File: config.mk
export PLATFORM = sky130hd
export DESIGN_NAME = cache_mem_burst_adapter
export DESIGN_NICKNAME = d
export VERILOG_FILES = /design/src/rtl/cache_mem_burst_adapter.sv
export SDC_FILE = /design/constraint.sdc
export NUM_CORES = 1
export LEC_CHECK = 0
export CAP_MARGIN = 10
export CORE_UTILIZATION = 51
export CTS_BUF_LIST = sky130_fd_sc_hd__clkbuf_8 sky130_fd_sc_hd__clkbuf_16
export DETAILED_ROUTE_END_ITERATION = 16
export PLACE_DENSITY = 0.86
export REMOVE_ABC_BUFFERS = 1
export SLEW_MARGIN = 20
export SYNTH_ARGS = -nofsm -noshare
export SYNTH_HDL_FRONTEND = slang
export SYNTH_SLANG_ARGS = --single-unit
File: constraint.sdc
create_clock -name clk -period 4.07 [get_ports clk]
set_clock_uncertainty 0.05 [all_clocks]
set_input_delay 0.407 -clock clk [delete_from_list [all_inputs] [get_ports clk]]
set_output_delay 0.407 -clock clk [all_outputs]
set_load 0.05 [all_outputs]
File: src/rtl/cache_mem_burst_adapter.sv
// Purpose : splits one cache-line request (fill or write-back) into LINE_WORDS
//           sequential single-word req/ack RAM accesses, then pulses completion.
// Latency : request edge to mem_res_valid sampled = LINE_WORDS+1 cycles with ram_ack
//           tied high; each ack wait cycle adds one.
// Backpres: ram_ack low holds the current word; mem_req_valid is ignored while busy.
// Ports   : clk/rst (async, active-low); mem_req_* line request in; mem_res_valid /
//           mem_res_rdata completion + fill line out; busy; ram_* single-word port.
module cache_mem_burst_adapter #(
  parameter int ADDR_WIDTH = 32,
  parameter int WORD_WIDTH = 32,
  parameter int LINE_WORDS = 4
) (
  input  logic                             clk,
  input  logic                             rst,
  input  logic                             mem_req_valid,
  input  logic                             mem_req_wen,
  input  logic [ADDR_WIDTH-1:0]            mem_req_addr,
  input  logic [LINE_WORDS*WORD_WIDTH-1:0] mem_req_wdata,
  output logic                             mem_res_valid,
  output logic [LINE_WORDS*WORD_WIDTH-1:0] mem_res_rdata,
  output logic                             busy,
  output logic                             ram_req,
  output logic                             ram_we,
  output logic [ADDR_WIDTH-1:0]            ram_addr,
  output logic [WORD_WIDTH-1:0]            ram_wdata,
  input  logic [WORD_WIDTH-1:0]            ram_rdata,
  input  logic                             ram_ack
);

  localparam int LINE_W     = LINE_WORDS * WORD_WIDTH;
  localparam int CNT_W      = $clog2(LINE_WORDS);
  localparam int WORD_BYTES = WORD_WIDTH / 8;
  localparam int OFF_W      = $clog2(LINE_WORDS * WORD_BYTES);
  // Clears the byte offset within the line.
  localparam logic [ADDR_WIDTH-1:0] LINE_MASK =
    ~((ADDR_WIDTH'(1) << OFF_W) - ADDR_WIDTH'(1));

  // Encoding 2'd3 is unused; it decodes to all-zero outputs and returns to IDLE.
  localparam logic [1:0] S_IDLE = 2'd0;
  localparam logic [1:0] S_XFER = 2'd1;
  localparam logic [1:0] S_DONE = 2'd2;

  logic [1:0]            state_q, state_d;
  logic [CNT_W-1:0]      cnt_q, cnt_d;
  logic [ADDR_WIDTH-1:0] base_q, base_d;
  logic                  wen_q, wen_d;
  logic [LINE_W-1:0]     wdata_q, wdata_d;
  logic [LINE_W-1:0]     rdata_q, rdata_d;

  logic                  last_word;
  logic                  accept;
  logic                  word_done;
  logic [WORD_WIDTH-1:0] cur_wword;

  assign last_word = (cnt_q == CNT_W'(LINE_WORDS - 1));
  assign accept    = (state_q == S_IDLE) && mem_req_valid;
  assign word_done = (state_q == S_XFER) && ram_ack;

  // Current write word, selected with constant slices only.
  always_comb begin
    cur_wword = '0;
    for (int i = 0; i < LINE_WORDS; i++) begin
      if (cnt_q == CNT_W'(i)) begin
        cur_wword = wdata_q[i*WORD_WIDTH +: WORD_WIDTH];
      end
    end
  end

  // ---------------- FSM: state register ----------------
  always_ff @(posedge clk or negedge rst) begin
    if (!rst) begin
      state_q <= S_IDLE;
    end else begin
      state_q <= state_d;
    end
  end

  // ---------------- FSM: next state ----------------
  always_comb begin
    state_d = S_IDLE;
    case (state_q)
      S_IDLE:  state_d = mem_req_valid ? S_XFER : S_IDLE;
      S_XFER:  state_d = (ram_ack && last_word) ? S_DONE : S_XFER;
      S_DONE:  state_d = S_IDLE;
      default: state_d = S_IDLE;
    endcase
  end

  // ---------------- FSM: outputs ----------------
  // All outputs decode from registered state, so they stay stable while ack is low.
  always_comb begin
    busy          = 1'b0;
    ram_req       = 1'b0;
    ram_we        = 1'b0;
    ram_addr      = '0;
    ram_wdata     = '0;
    mem_res_valid = 1'b0;
    case (state_q)
      S_XFER: begin
        busy      = 1'b1;
        ram_req   = 1'b1;
        ram_we    = wen_q;
        ram_addr  = base_q + ADDR_WIDTH'(cnt_q) * ADDR_WIDTH'(WORD_BYTES);
        ram_wdata = wen_q ? cur_wword : '0;
      end
      S_DONE: begin
        busy          = 1'b1;
        mem_res_valid = 1'b1;
      end
      default: ;
    endcase
  end

  assign mem_res_rdata = rdata_q;

  // ---------------- Datapath next-state ----------------
  always_comb begin
    cnt_d   = cnt_q;
    base_d  = base_q;
    wen_d   = wen_q;
    wdata_d = wdata_q;
    rdata_d = rdata_q;
    if (accept) begin
      cnt_d   = '0;
      base_d  = mem_req_addr & LINE_MASK;
      wen_d   = mem_req_wen;
      wdata_d = mem_req_wdata;
      // The fill result is rebuilt from scratch; write-backs keep the last fill line.
      if (!mem_req_wen) begin
        rdata_d = '0;
      end
    end else if (word_done) begin
      if (!wen_q) begin
        for (int i = 0; i < LINE_WORDS; i++) begin
          if (cnt_q == CNT_W'(i)) begin
            rdata_d[i*WORD_WIDTH +: WORD_WIDTH] = ram_rdata;
          end
        end
      end
      // Counter stops at the last word; DONE follows instead of a wrap.
      if (!last_word) begin
        cnt_d = cnt_q + CNT_W'(1);
      end
    end
  end

  always_ff @(posedge clk or negedge rst) begin
    if (!rst) begin
      cnt_q   <= '0;
      base_q  <= '0;
      wen_q   <= 1'b0;
      wdata_q <= '0;
      rdata_q <= '0;
    end else begin
      cnt_q   <= cnt_d;
      base_q  <= base_d;
      wen_q   <= wen_d;
      wdata_q <= wdata_d;
      rdata_q <= rdata_d;
    end
  end

endmodule

==> impl_metrics.json, run 1 <==
{
  "tightest_slew_ps": 905.7,
  "grt_pass1_wl_um": 57730,
  "place_congestion": 0.8531,
  "ys_seq_area_share_pct": 56.93,
  "num_rows": 57,
  "syn_area_um2": 12700,
  "ys_types": 29,
  "hold_class": "primary input to flip-flop",
  "fmax_ghz": 0.2651,
  "synth_compound_area_share_pct": 4.511,
  "synth-seq-cells": 289,
  "worst_hold_slack_ps": 419.2,
  "worst_path_max_delay_cell": "ha_1",
  "track_usage_pct": 28.82,
  "antenna_found_initial": 4,
  "fin_crit_sh_pct": 92.67,
  "dr.first_iter.drc_count": 687,
  "tritoncts": "yes",
  "place_area_um2": 17090,
  "synth_edf_count": 0,
  "r2r-start": "cnt_q[1]",
  "p_leak_nw": 8.381,
  "vias_per_cell": 5.492,
  "cts_root_buf": "clkbuf_16",
  "portBuffers": 386,
  "first_pass_iters": 5,
  "die_w_um": 159.8,
  "p_per_area_nw_per_um2": 944.4,
  "peakVddDrop_mv": 0.6865,
  "via_count": 9408,
  "cpPeakStageDelay_ps": 750,
  "fin_area_um2": 18120,
  "required_ps": 3610,
  "ctsHtreeMaxLevel": 1,
  "crit_end": "ram_wdata[26]",
  "nNetsFinal": 1568,
  "drv_cap": 0,
  "overflow": 0,
  "cp-end-kind": "output pin",
  "finalHoldViolCount": 0,
  "die-area_um2": 25540,
  "clock_path_buffers": 3,
  "critPathBufInv": 3,
  "arrival_ps": 3310,
  "grt_busiest_layer": "met2",
  "synthSimpleGateAreaFrac_pct": 8.973,
  "critical_path_class": "flip-flop to output pin",
  "grt_max_degree": 129,
  "cts_resized": 0,
  "dp_hpwl_um": 24030,
  "reg2reg_depth": 5,
  "clkTransAtPathRegs_ps": 60,
  "reg2reg_to": "mem_res_rdata[127]",
  "met2_usage_pct": 48.37,
  "outcome": "finished clean",
  "slew_violations": 0,
  "fp.dieH_um": 159.8,
  "wl_per_cell_um": 21.55,
  "drc_errors": 0,
  "fin_crit_ps": 3772,
  "ios": 393,
  "yosys.area_share.adder_pct": 0.6895,
  "startpoint": "cnt_q[1]",
  "initial_core_util_pct": 52.08,
  "path_cells": "inv_1, ha_1, buf_4, a221oi_1, o41ai_1, buf_12",
  "cts_buffers": 30,
  "drive_gt1_share_pct": 19.18,
  "synthArstFlopShare_pct": 100.0,
  "cp_top_family": "compound AO/OA/AOI/OAI gates",
  "cts.sinks": 289,
  "synthXorXnorAreaFrac_pct": 0.06895,
  "rrSetupSlack_ps": 1400,
  "avgSynthCellArea_um2": 12.68,
  "synthFlopType": "dfrtp_1",
  "setup_viol": 0,
  "synth.area.mux_share_pct": 24.08,
  "slew_headroom_pct": 39.62,
  "fin_ws_ps": 298.4,
  "yosysWarnings": 0,
  "synth_top_family_by_area": "multiplexers",
  "core_area_um2": 24390,
  "grt_pass1_vias": 10040,
  "cp.depth": 6,
  "drt-total-wl_um": 36910,
  "startpoint_type": "flip-flop",
  "syn-instance-count": 1002,
  "clk_latency_ps": 540,
  "area_delta_synth_final_pct": 42.63,
  "power.total_w": 0.01711,
  "place_ws_ps": 842.0,
  "post_cts_buffers": 0,
  "use_met3_pct": 10.49,
  "fill_cells": 1554,
  "ant_nets": 0,
  "use_met1_pct": 34.92,
  "rsz0062_at_grt": "no",
  "crit_fanout": 19
}
==> state kept, by name, summed over array words and instances, names as in the netlist <==
signal	count
base_q	28
mem_res_rdata	128
wdata_q	128
wen_q	1
state_q	2
cnt_q	2
==> power breakdown <==
part | internal, W | leakage, nW | switching (W) | total (W)
registers | 0.00425 | 3.60 | 0.000774 | 0.00503
logic | 0.00363 | 4.24 | 0.00568 | 0.00931
clock network | 0.00166 | 0.537 | 0.00112 | 0.00278
==> synth_stat cells (2+ instances only) <==
library cell  count  area [um2]
and2_1           30       187.7
inv_1            37       138.9
buf_2            11       55.05
o41ai_1          31       271.5
a21oi_1           3       15.01
nand3b_1          2       15.01
nor2b_1          32       200.2
dfrtp_1         289        7232
mux2i_1         129        1291
a221oi_1         31       271.5
nand4_2           3       37.54
clkbuf_1         33       123.9
buf_6            12       135.1
nand3_1          31       155.2
buf_4            18       135.1
mux2_2          157        1768
buf_1             3       11.26
ha_1              7       87.58
nand2_1         133       499.2
==> placed cells by master, fill, tap and decap left out, types with 2 or more instances in the layout <==
master,netlist,routed
inv_1,37,45
dfrtp_1,289,289
and2_1,30,30
clkbuf_8,0,9
clkinv_2,0,5
a221oi_1,31,31
mux2i_1,129,129
conb_1,1,2
clkbuf_16,0,31
o41ai_1,31,31
diode_2,0,2
bufinv_16,0,2
nand3_1,31,31
buf_12,0,39
ha_2,0,2
a21oi_1,3,3
buf_4,18,13
clkdlybuf4s50_1,0,352
mux2_2,157,157
nand2_1,133,133
nor2b_1,32,32
nand3b_1,2,2
nand4_2,3,3
ha_1,7,5
==> logic make-up after synthesis <==
family          after synthesis
flops                       289
mux                         286
simple gates                237
buf+inv                     114
compound gates               67
fa+ha+maj                     7
other cells                   1
xor+xnor                      1
==> worst reg2reg max path, delay by kind of cell (launching register included) <==
kind	cells	cell delay [ps]
flip-flops	1	420
AND/OR/NAND/NOR	2	940
buffers and inverters	1	340
multiplexers	1	230
adder cells (fa/ha/maj)	1	620
==> what timing repair did <==
action,CTS,global route
hold endpoints to repair,90,0
hold buffers,1,0
endpoints found under the setup margin,0,0
==> how the worst min path moves through the flow <==
| stage | start | endpoint | cells after the start |
|---|---|---|---|
| CTS | mem_req_wdata[114] | wdata_q[114] | 2 |
| finish | mem_req_wdata[114] | wdata_q[114] | 2 |
| detailed placement | rst | mem_res_rdata[60] | 1 |
| global route | mem_req_wdata[9] | wdata_q[9] | 2 |
| global placement | rst | mem_res_rdata[53] | 1 |
| floorplan | rst | base_q[10] | 0 |
==> layer usage <==
layer  share of wire, %  wire [um]
met1                 39      14220
met2                 49      18100
met3                9.9       3665
met4                2.4        895
met5              0.070         26
==> metrics by stage <==
| stage | setup TNS [ps] | util (%) | std cells |
|---|---|---|---|
| after global routing | 0 | 74.27 | 1712 |
| final | 0 | 74.28 | 1713 |
| after floorplan | -54890 | - | 926 |
| after global placement | 0 | 70.06 | 1655 |
| after CTS | 0 | 74.26 | 1711 |
| after detailed placement | 0 | 70.06 | 1655 |
==> layout make-up <==
cell class                 count  area, um2  share of cell area, %
clock inverter                15      115.1                 0.6353
clock buffer                  40      899.6                  4.965
multi-input combinational    600       4896                  27.02
antenna                        2      5.005                0.02762
inverter                      37      138.9                 0.7665
timing repair buffer         406       4427                  24.43
sequential                   289       7232                  39.91
tap                          324      405.4                  2.237
Note: power is estimated with default switching activity, not from simulation.
==> run 2: changes to the inputs <==
--- a/config.mk
+++ b/config.mk
@@ -6,10 +6,12 @@
 export NUM_CORES = 1
 export LEC_CHECK = 0
 export CAP_MARGIN = 10
-export CORE_UTILIZATION = 51
+export CELL_PAD_IN_SITES_DETAIL_PLACEMENT = 1
+export CELL_PAD_IN_SITES_GLOBAL_PLACEMENT = 1
+export CORE_UTILIZATION = 40
 export CTS_BUF_LIST = sky130_fd_sc_hd__clkbuf_8 sky130_fd_sc_hd__clkbuf_16
 export DETAILED_ROUTE_END_ITERATION = 16
-export PLACE_DENSITY = 0.86
+export PLACE_DENSITY_LB_ADDON = 0.1
 export REMOVE_ABC_BUFFERS = 1
 export SLEW_MARGIN = 20
 export SYNTH_ARGS = -nofsm -noshare
==> run 2 against run 1 <==
Effect of this change: hold slack improved by 30 ps; global-route usage decreased by 5.3 points; largest power group unchanged; via count decreased by 1.3%; critical endpoint is now ram_wdata[22]; largest cell class unchanged.
==> impl_metrics.json, run 2 (synthesis gave the netlist of run 1 again) <==
{
  "via_count": 9290,
  "fp.dieH_um": 180.2,
  "core_area_um2": 30910,
  "placed_cells": 1732,
  "clk_latency_ps": 500,
  "initial_core_util_pct": 41.10,
  "portBuffers": 386,
  "first_pass_iters": 4,
  "cts_buffers": 34,
  "antenna_found_initial": 8,
  "slew_violations": 0,
  "fin_area_um2": 18380,
  "wl_per_cell_um": 21.27,
  "outcome": "finished clean",
  "post_cts_buffers": 0,
  "fill_cells": 3107,
  "arrival_ps": 3230,
  "finalHoldViolCount": 0,
  "slew_headroom_pct": 28.58,
  "multi_input_area_um2": 4905,
  "seqCellArea_um2": 7232,
  "grt_pass1_wl_um": 59930,
  "ant_nets": 0,
  "tns_ps": 0,
  "dr.first_iter.drc_count": 432,
  "place_area_um2": 17190,
  "layout_common_cells": "352 x clkdlybuf4s50_1, 289 x dfrtp_1, 157 x mux2_2",
  "r2r-start": "cnt_q[1]",
  "required_ps": 3610,
  "rsz0062_at_grt": "no",
  "setup_viol": 0,
  "cts_root_buf": "clkbuf_16",
  "tritoncts": "yes",
  "critical_path_class": "flip-flop to output pin",
  "drt-total-wl_um": 38250,
  "fin_ws_ps": 382.9,
  "p_per_area_nw_per_um2": 946.6,
  "grt_pass1_vias": 10080,
  "num_rows": 64,
  "ctsHtreeMaxLevel": 2,
  "fmax_ghz": 0.2712,
  "vias_per_cell": 5.167,
  "die_w_um": 180.2,
  "place_congestion": 0.7623,
  "overflow": 0,
  "nNetsFinal": 1577,
  "startpoint_type": "flip-flop",
  "die-area_um2": 32480,
  "hold_class": "flip-flop to flip-flop",
  "fin_crit_ps": 3687,
  "clkTransAtPathRegs_ps": 60,
  "fin_crit_sh_pct": 90.59,
  "grt_max_degree": 102,
  "p_leak_nw": 8.452,
  "clock_path_buffers": 3,
  "drv_cap": 0,
  "dp_hpwl_um": 25190,
  "ios": 393,
  "crit_fanout": 20,
  "cp-end-kind": "output pin",
  "drive_gt1_share_pct": 19.99,
  "final_cells": 1798,
  "tightest_slew_ps": 1071,
  "cts.sinks": 289,
  "worstHoldStart": "base_q[8]",
  "drc_errors": 0,
  "power.total_w": 0.01740,
  "peakVddDrop_mv": 0.4935,
  "area_delta_synth_final_pct": 44.70,
  "track_usage_pct": 23.49,
  "final_common_cell": "clkdlybuf4s50_1",
  "place_ws_ps": 874.0,
  "startpoint": "cnt_q[1]"
}
## run 2: cell count changes in the layout (fill, tap and decap cells not counted), sizes merged
cell | previous run | this run
diode | 2 | 6
inv | 45 | 41
clkinv | 5 | 6
buf | 53 | 58
clkbuf | 40 | 47
## run 2: repair_timing
item | in CTS | in global routing
hold buffers | 1 | 0
hold endpoints to repair | 96 | 0
gates resized for setup | 0 | 0
## run 2: layout make-up
class                   count  area share, %
repair buffers            411          24.08
clock inverters            12         0.5718
multi-input cells         600          26.68
clock buffers              47          5.786
inverters                  37         0.7556
flip-flops and latches    289          39.34
well taps                 396          2.696
diodes                      6        0.08168
## run 2: power breakdown
group	total, W	switching, W	internal (W)
Clock	0.00314	0.00120	0.00194
Sequential	0.00497	0.000718	0.00425
Combinational	0.00929	0.00566	0.00363
Total	0.0174	0.00758	0.00982
## run 2: worst max-delay path, stage by stage, from the launching register on
cell      delay (ps)
dfrtp_1          430
inv_1            100
ha_1             870
buf_4            350
a221oi_1         110
o41ai_1          650
buf_12           220
## run 2: path summary, 6_finish.rpt
| path | end | slack [ps] | cells past startpoint |
|---|---|---|---|
| worst max-delay path | ram_wdata[22] | 380 | 6 |
| worst min-delay path | base_q[8] | 450 | 1 |
| worst max register to register | mem_res_rdata[63] | 1430 | 6 |
| worst min register to register | base_q[8] | 450 | 1 |
| max in group asynchronous | wdata_q[109] | 2530 | 3 |
| min in group asynchronous | wdata_q[47] | 520 | 2 |
## run 2: stage by stage
step | util [%] | hold slack [ps]
3_3_place_gp | 55.61 | 428.0
3_5_place_dp | 55.61 | 437.4
4_1_cts | 59.42 | 437.1
6_report | 59.47 | 448.8
2_1_floorplan | - | 61.41
5_1_grt | 59.45 | 455.0
## run 2: metal layers
layer | track usage [%] | wire length [um] | up-vias
li1 | - | - | 4215
met1 | 29.32 | 15730 | 4719
met2 | 38.29 | 18180 | 292
met3 | 8.266 | 3448 | 60
met4 | 6.940 | 865 | 4
met5 | 0 | 22 | -
==> run 3: changes to the inputs <==
--- a/config.mk
+++ b/config.mk
@@ -13,7 +13,7 @@
 export DETAILED_ROUTE_END_ITERATION = 16
 export PLACE_DENSITY_LB_ADDON = 0.1
 export REMOVE_ABC_BUFFERS = 1
-export SLEW_MARGIN = 20
+export SLEW_MARGIN = 40
 export SYNTH_ARGS = -nofsm -noshare
 export SYNTH_HDL_FRONTEND = slang
 export SYNTH_SLANG_ARGS = --single-unit
==> run 3 against run 2 <==
Effect of this change: flip-flop and latch count did not move; critical path depth grew 1; sequential power hardly changed; cell count increased by 0.22%; die area is the same; critical endpoint is now ram_wdata[18]; highest routed layer unchanged.
==> impl_metrics.json, run 3 (synthesis gave the netlist of run 1 again) <==
{
  "crit_fanout": 20,
  "post_cts_buffers": 0,
  "finalHoldViolCount": 0,
  "tightest_slew_ps": 823.3,
  "drc_errors": 0,
  "fp.dieH_um": 180.2,
  "cts_hold_buf": 1,
  "rrSetupSlack_ps": 1450,
  "cp-end-kind": "output pin",
  "ios": 393,
  "fin_crit_sh_pct": 83.94,
  "core_area_um2": 30910,
  "slew_violations": 0,
  "die-area_um2": 32480,
  "wl_per_cell_um": 21.34,
  "drive_gt1_share_pct": 20.16,
  "fin_ws_ps": 653.7,
  "dr.first_iter.drc_count": 409,
  "via_count": 9302,
  "area_delta_synth_final_pct": 45.62,
  "final_common_cell": "clkdlybuf4s50_1",
  "dp_hpwl_um": 25220,
  "initial_core_util_pct": 41.10,
  "track_usage_pct": 23.66,
  "layout_common_cells": "352 x clkdlybuf4s50_1, 289 x dfrtp_1, 157 x mux2_2",
  "cts_resized": 0,
  "nNetsFinal": 1579,
  "arrival_ps": 2960,
  "slew_headroom_pct": 45.12,
  "fill_cells": 3097,
  "tritoncts": "yes",
  "cts_buffers": 35,
  "place_congestion": 0.7623,
  "grt_pass1_vias": 10150,
  "antenna_found_initial": 8,
  "drt-total-wl_um": 38460,
  "outcome": "finished clean",
  "final_cells": 1802,
  "critical_path_class": "flip-flop to output pin",
  "cts_root_buf": "clkbuf_16",
  "placed_cells": 1732,
  "peakVddDrop_mv": 0.4643,
  "first_pass_iters": 4,
  "p_leak_nw": 8.501,
  "cts.sinks": 289,
  "fin_crit_ps": 3416,
  "clock_path_buffers": 3,
  "overflow": 0,
  "rsz0062_at_grt": "no",
  "fmax_ghz": 0.2927,
  "clk_latency_ps": 500,
  "clkTransAtPathRegs_ps": 60,
  "p_per_area_nw_per_um2": 950.9,
  "portBuffers": 386,
  "ctsHtreeMaxLevel": 2,
  "startpoint_type": "flip-flop",
  "vias_per_cell": 5.162,
  "place_ws_ps": 1188,
  "ant_nets": 0,
  "setup_viol": 0,
  "drv_cap": 0,
  "grt_pass1_wl_um": 60110,
  "grt_max_degree": 102,
  "required_ps": 3610,
  "num_rows": 64,
  "hold_class": "primary input to async pin",
  "die_w_um": 180.2
}
[run 3: changes by cell type in the layout (fill, tap and decap cells not counted)]
cell / previous run / this run
buf_6: 0 / 2
buf_16: 0 / 1
inv_1: 41 / 42
clkinv_2: 6 / 4
diode_2: 6 / 7
clkbuf_8: 10 / 11
bufinv_16: 2 / 4
buf_4: 21 / 19
ha_4: 0 / 1
ha_1: 5 / 4
[run 3: where the power goes]
part / switching, W / total, W / internal, W
combinational: 0.00567 / 0.00932 / 0.00364
sequential: 0.000725 / 0.00498 / 0.00425
clock: 0.00121 / 0.00330 / 0.00209
total: 0.00760 / 0.0176 / 0.00999
[run 3: layout make-up]
class                   instances  area [um2]  area share (%)
well taps                     396       495.5           2.678
inverters                      37       138.9          0.7508
diodes                          7       17.52         0.09469
repair buffers                412        4462           24.12
multi-input cells             600        4917           26.58
clock inverters                13       158.9          0.8590
clock buffers                  48        1077           5.823
flip-flops and latches        289        7232           39.09
[run 3: metrics by stage]
step	instance area [um2]	setup TNS, ps	hold slack, ps	util (%)	power [W]
2_1_floorplan	12250	-54890	61.41	-	0.01072
3_3_place_gp	17190	0	428.0	55.61	0.01411
3_5_place_dp	17200	0	437.4	55.66	0.01434
4_1_cts	18450	0	439.9	59.69	0.01777
5_1_grt	18490	0	377.0	59.82	0.01841
6_report	18500	0	347.6	59.85	0.01759
[run 3: worst paths after layout]
| path | endpoint | cells past startpoint | from |
|---|---|---|---|
| worst max-delay path | ram_wdata[18] | 7 | cnt_q[1] |
| worst min-delay path | wdata_q[127] | 2 | rst |
| worst max register to register | mem_res_rdata[119] | 7 | state_q[1] |
| worst min register to register | base_q[15] | 1 | base_q[15] |
| max in group asynchronous | wdata_q[38] | 4 | rst |
| min in group clk | base_q[15] | 1 | base_q[15] |
[run 3: critical path: stages, from the launching register on]
cell and delay (ps):
dfrtp_1 440, inv_1 110, ha_2 370, nor2b_2 190
buf_4 320, a221oi_1 150, o41ai_1 640, buf_12 220
[run 3: routing by layer]
metal	GRT usage, %	part of all wire [%]	vias to the layer above
li1	-	-	4223
met1	29.08	40	4726
met2	39.04	48	303
met3	8.892	9.6	48
met4	6.154	1.9	2
met5	0	0.034	-
==> variant: new RTL, settings of run 1 <==
`rdata_q` no longer has a reset.
--- a/src/rtl/cache_mem_burst_adapter.sv
+++ b/src/rtl/cache_mem_burst_adapter.sv
@@ -150,14 +150,16 @@
       base_q  <= '0;
       wen_q   <= 1'b0;
       wdata_q <= '0;
-      rdata_q <= '0;
     end else begin
       cnt_q   <= cnt_d;
       base_q  <= base_d;
       wen_q   <= wen_d;
       wdata_q <= wdata_d;
-      rdata_q <= rdata_d;
     end
+  end
+
+  always_ff @(posedge clk) begin
+    rdata_q <= rdata_d;
   end
 
 endmodule
Check against the original RTL: differs if rst is asserted again (counterexample within 4 cycles, from zero or initial values and one cycle with rst low); with rst held inactive, the same outputs for 4 cycles.
==> variant against run 1 <==
The run now ends with negative hold slack left; sequential cell count is the same; die area shrank 5.5%; setup slack better by 0.21 ns; area after synthesis shrank 5.5%; sequential share of layout area increased by 5.3 points; cell count increased by 2.3%; total power decreased by 19%; cell area decreased by 3.9%; wire length is 10% lower; largest cell class unchanged.
==> variant: results (changes against run 1) <==
[cts]
cts_hold_buffers=0  ; -1
htree_levels=1  ; unchanged
numCtsBuffers=28  ; -6.7%
insertion_delay_ns=0.53
clk_pin_slew_ns=0.07
cts_resized=0  ; unchanged
clock-root-buffer=clkbuf_16

[critical_path]
worst-path-max-fanout=36  ; +17
rr_startpoint=state_q[0]
arrival_ns=3.10  ; -0.21 ns
regToRegEndpoint=mem_res_rdata[73]
slowest_stage=ha_2
worst_path_dominant_cell_family=adder cells
worst-r2r-setup-slack_ns=1.22  ; -0.18 ns
rr_worst_depth=5  ; unchanged
critical_path.max_stage_delay_ns=0.79  ; +0.04 ns

[logic_synthesis]
synth_common_cells=nand2_1 (475), dfrtp_1 (161), edfxtp_1 (128)
yosys_warnings=0  ; unchanged
async_reset_ff_share_pct=55.7  ; -44 points
synth.distinct_cells=33  ; +14%
synth_ff_type=dfrtp_1
synth_seq_area_share_pct=65.6  ; +8.7 points
yosys-top-cells-area=dfrtp_1 (34%), edfxtp_1 (32%), nand2_1 (15%)
synth-edff-count=128  ; +128
synth_most_common_cell=nand2_1

[placed_design]
gp_congestion=0.811  ; -5.0%
pre_cts_ws_ns=0.967  ; +0.125 ns
dpl.hpwl_um=21800  ; -9.2%

[routing]
via_per_inst=5.25  ; -4.4%
first_pass_iters=4  ; -1
dr.first_iter.drc_count=581  ; -15%
wl_per_cell_um=18.9  ; -12%

[timing]
whs_ns=-0.0480  ; -0.467 ns
finalSetupViolCount=0  ; unchanged
slew_headroom_pct=33.3  ; -6.3 points
hold_viol=103  ; +103

[cells_and_area]
nets=1619  ; +3.3%
layout-drive-gt1-share_pct=11.5  ; -7.7 points

[global_routing]
grt.total_usage_pct=27.4  ; -1.5 points
grt_max_degree=115  ; -11%
first_global_vias=9194  ; -8.4%
antenna_found_initial=2  ; -2
grt_pass1_wl_um=50600  ; -12%

[pwr]
irDropWorstVdd_mv=0.541  ; -21%
p_leak_nw=7.52  ; -10%

[outcome]
violations=negative hold slack
status=complete, but fails checks

[min_path]
hold_path.class=in -> async

[variant: worst reg2reg max path, cell delays in order, from the launching register on]
cell,delay [ns]
dfrtp_1,0.36
inv_1,0.07
ha_1,0.25
nand2_4,0.54
mux2i_1,0.43
o21a_2,0.76
[variant: power breakdown]
group	switching [W]	leakage, nW	internal, W
clock	0.00116	0.504	0.00175
sequential	0.000549	3.18	0.00418
combinational	0.00402	3.84	0.00219
total	0.00572	7.52	0.00812
[variant: cells by family after synthesis]
group                    after synthesis  synth area share [%]
AND/OR/NAND/NOR                      608                  21.5
flip-flops                           289                  65.6
buffers and inverters                 75                  3.45
AO/OA/AOI/OAI                         70                  8.45
adder cells (fa/ha/maj)                7                 0.730
multiplexers                           2                 0.167
other                                  1                0.0312
XOR/XNOR                               1                0.0730
[variant: worst max-delay path by stage]
stage             startpoint                end  slack [ns]  cells after the start
2_1_floorplan     state_q[0]   mem_res_rdata[0]       -1.06                      5
3_3_place_gp   mem_req_valid  mem_res_rdata[72]        1.04                      4
3_5_place_dp   mem_req_valid  mem_res_rdata[93]        0.97                      4
4_1_cts             cnt_q[0]      ram_wdata[25]        0.49                      7
5_1_grt             cnt_q[0]      ram_wdata[18]        0.36                      6
6_report            cnt_q[0]      ram_wdata[18]        0.51                      6
[variant: layer usage]
metal	GRT usage, %	vias up	share of wire (%)
met5	0	-	0
met4	9.57	0	2.9
met3	7.99	63	9.0
met2	47.4	409	51
met1	32.4	4486	37
li1	-	4237	-
[variant: layout make-up]
| class | count | area (um^2) |
|---|---|---|
| inverter | 5 | 18.8 |
| fill | 1432 | 5430 |
| clock inverter | 23 | 319 |
| multi-input combinational | 690 | 3750 |
| antenna | 2 | 5.00 |
| clock buffer | 29 | 726 |
| sequential | 289 | 7870 |
| tap | 313 | 392 |
| timing repair buffer | 401 | 4340 |
[variant: stage by stage]
stage | std cells | instance area, um^2
after floorplan | 984 | 11600
after CTS | 1750 | 17400
after detailed placement | 1698 | 16400
after global routing | 1751 | 17400
after global placement | 1698 | 16400
final | 1752 | 17400
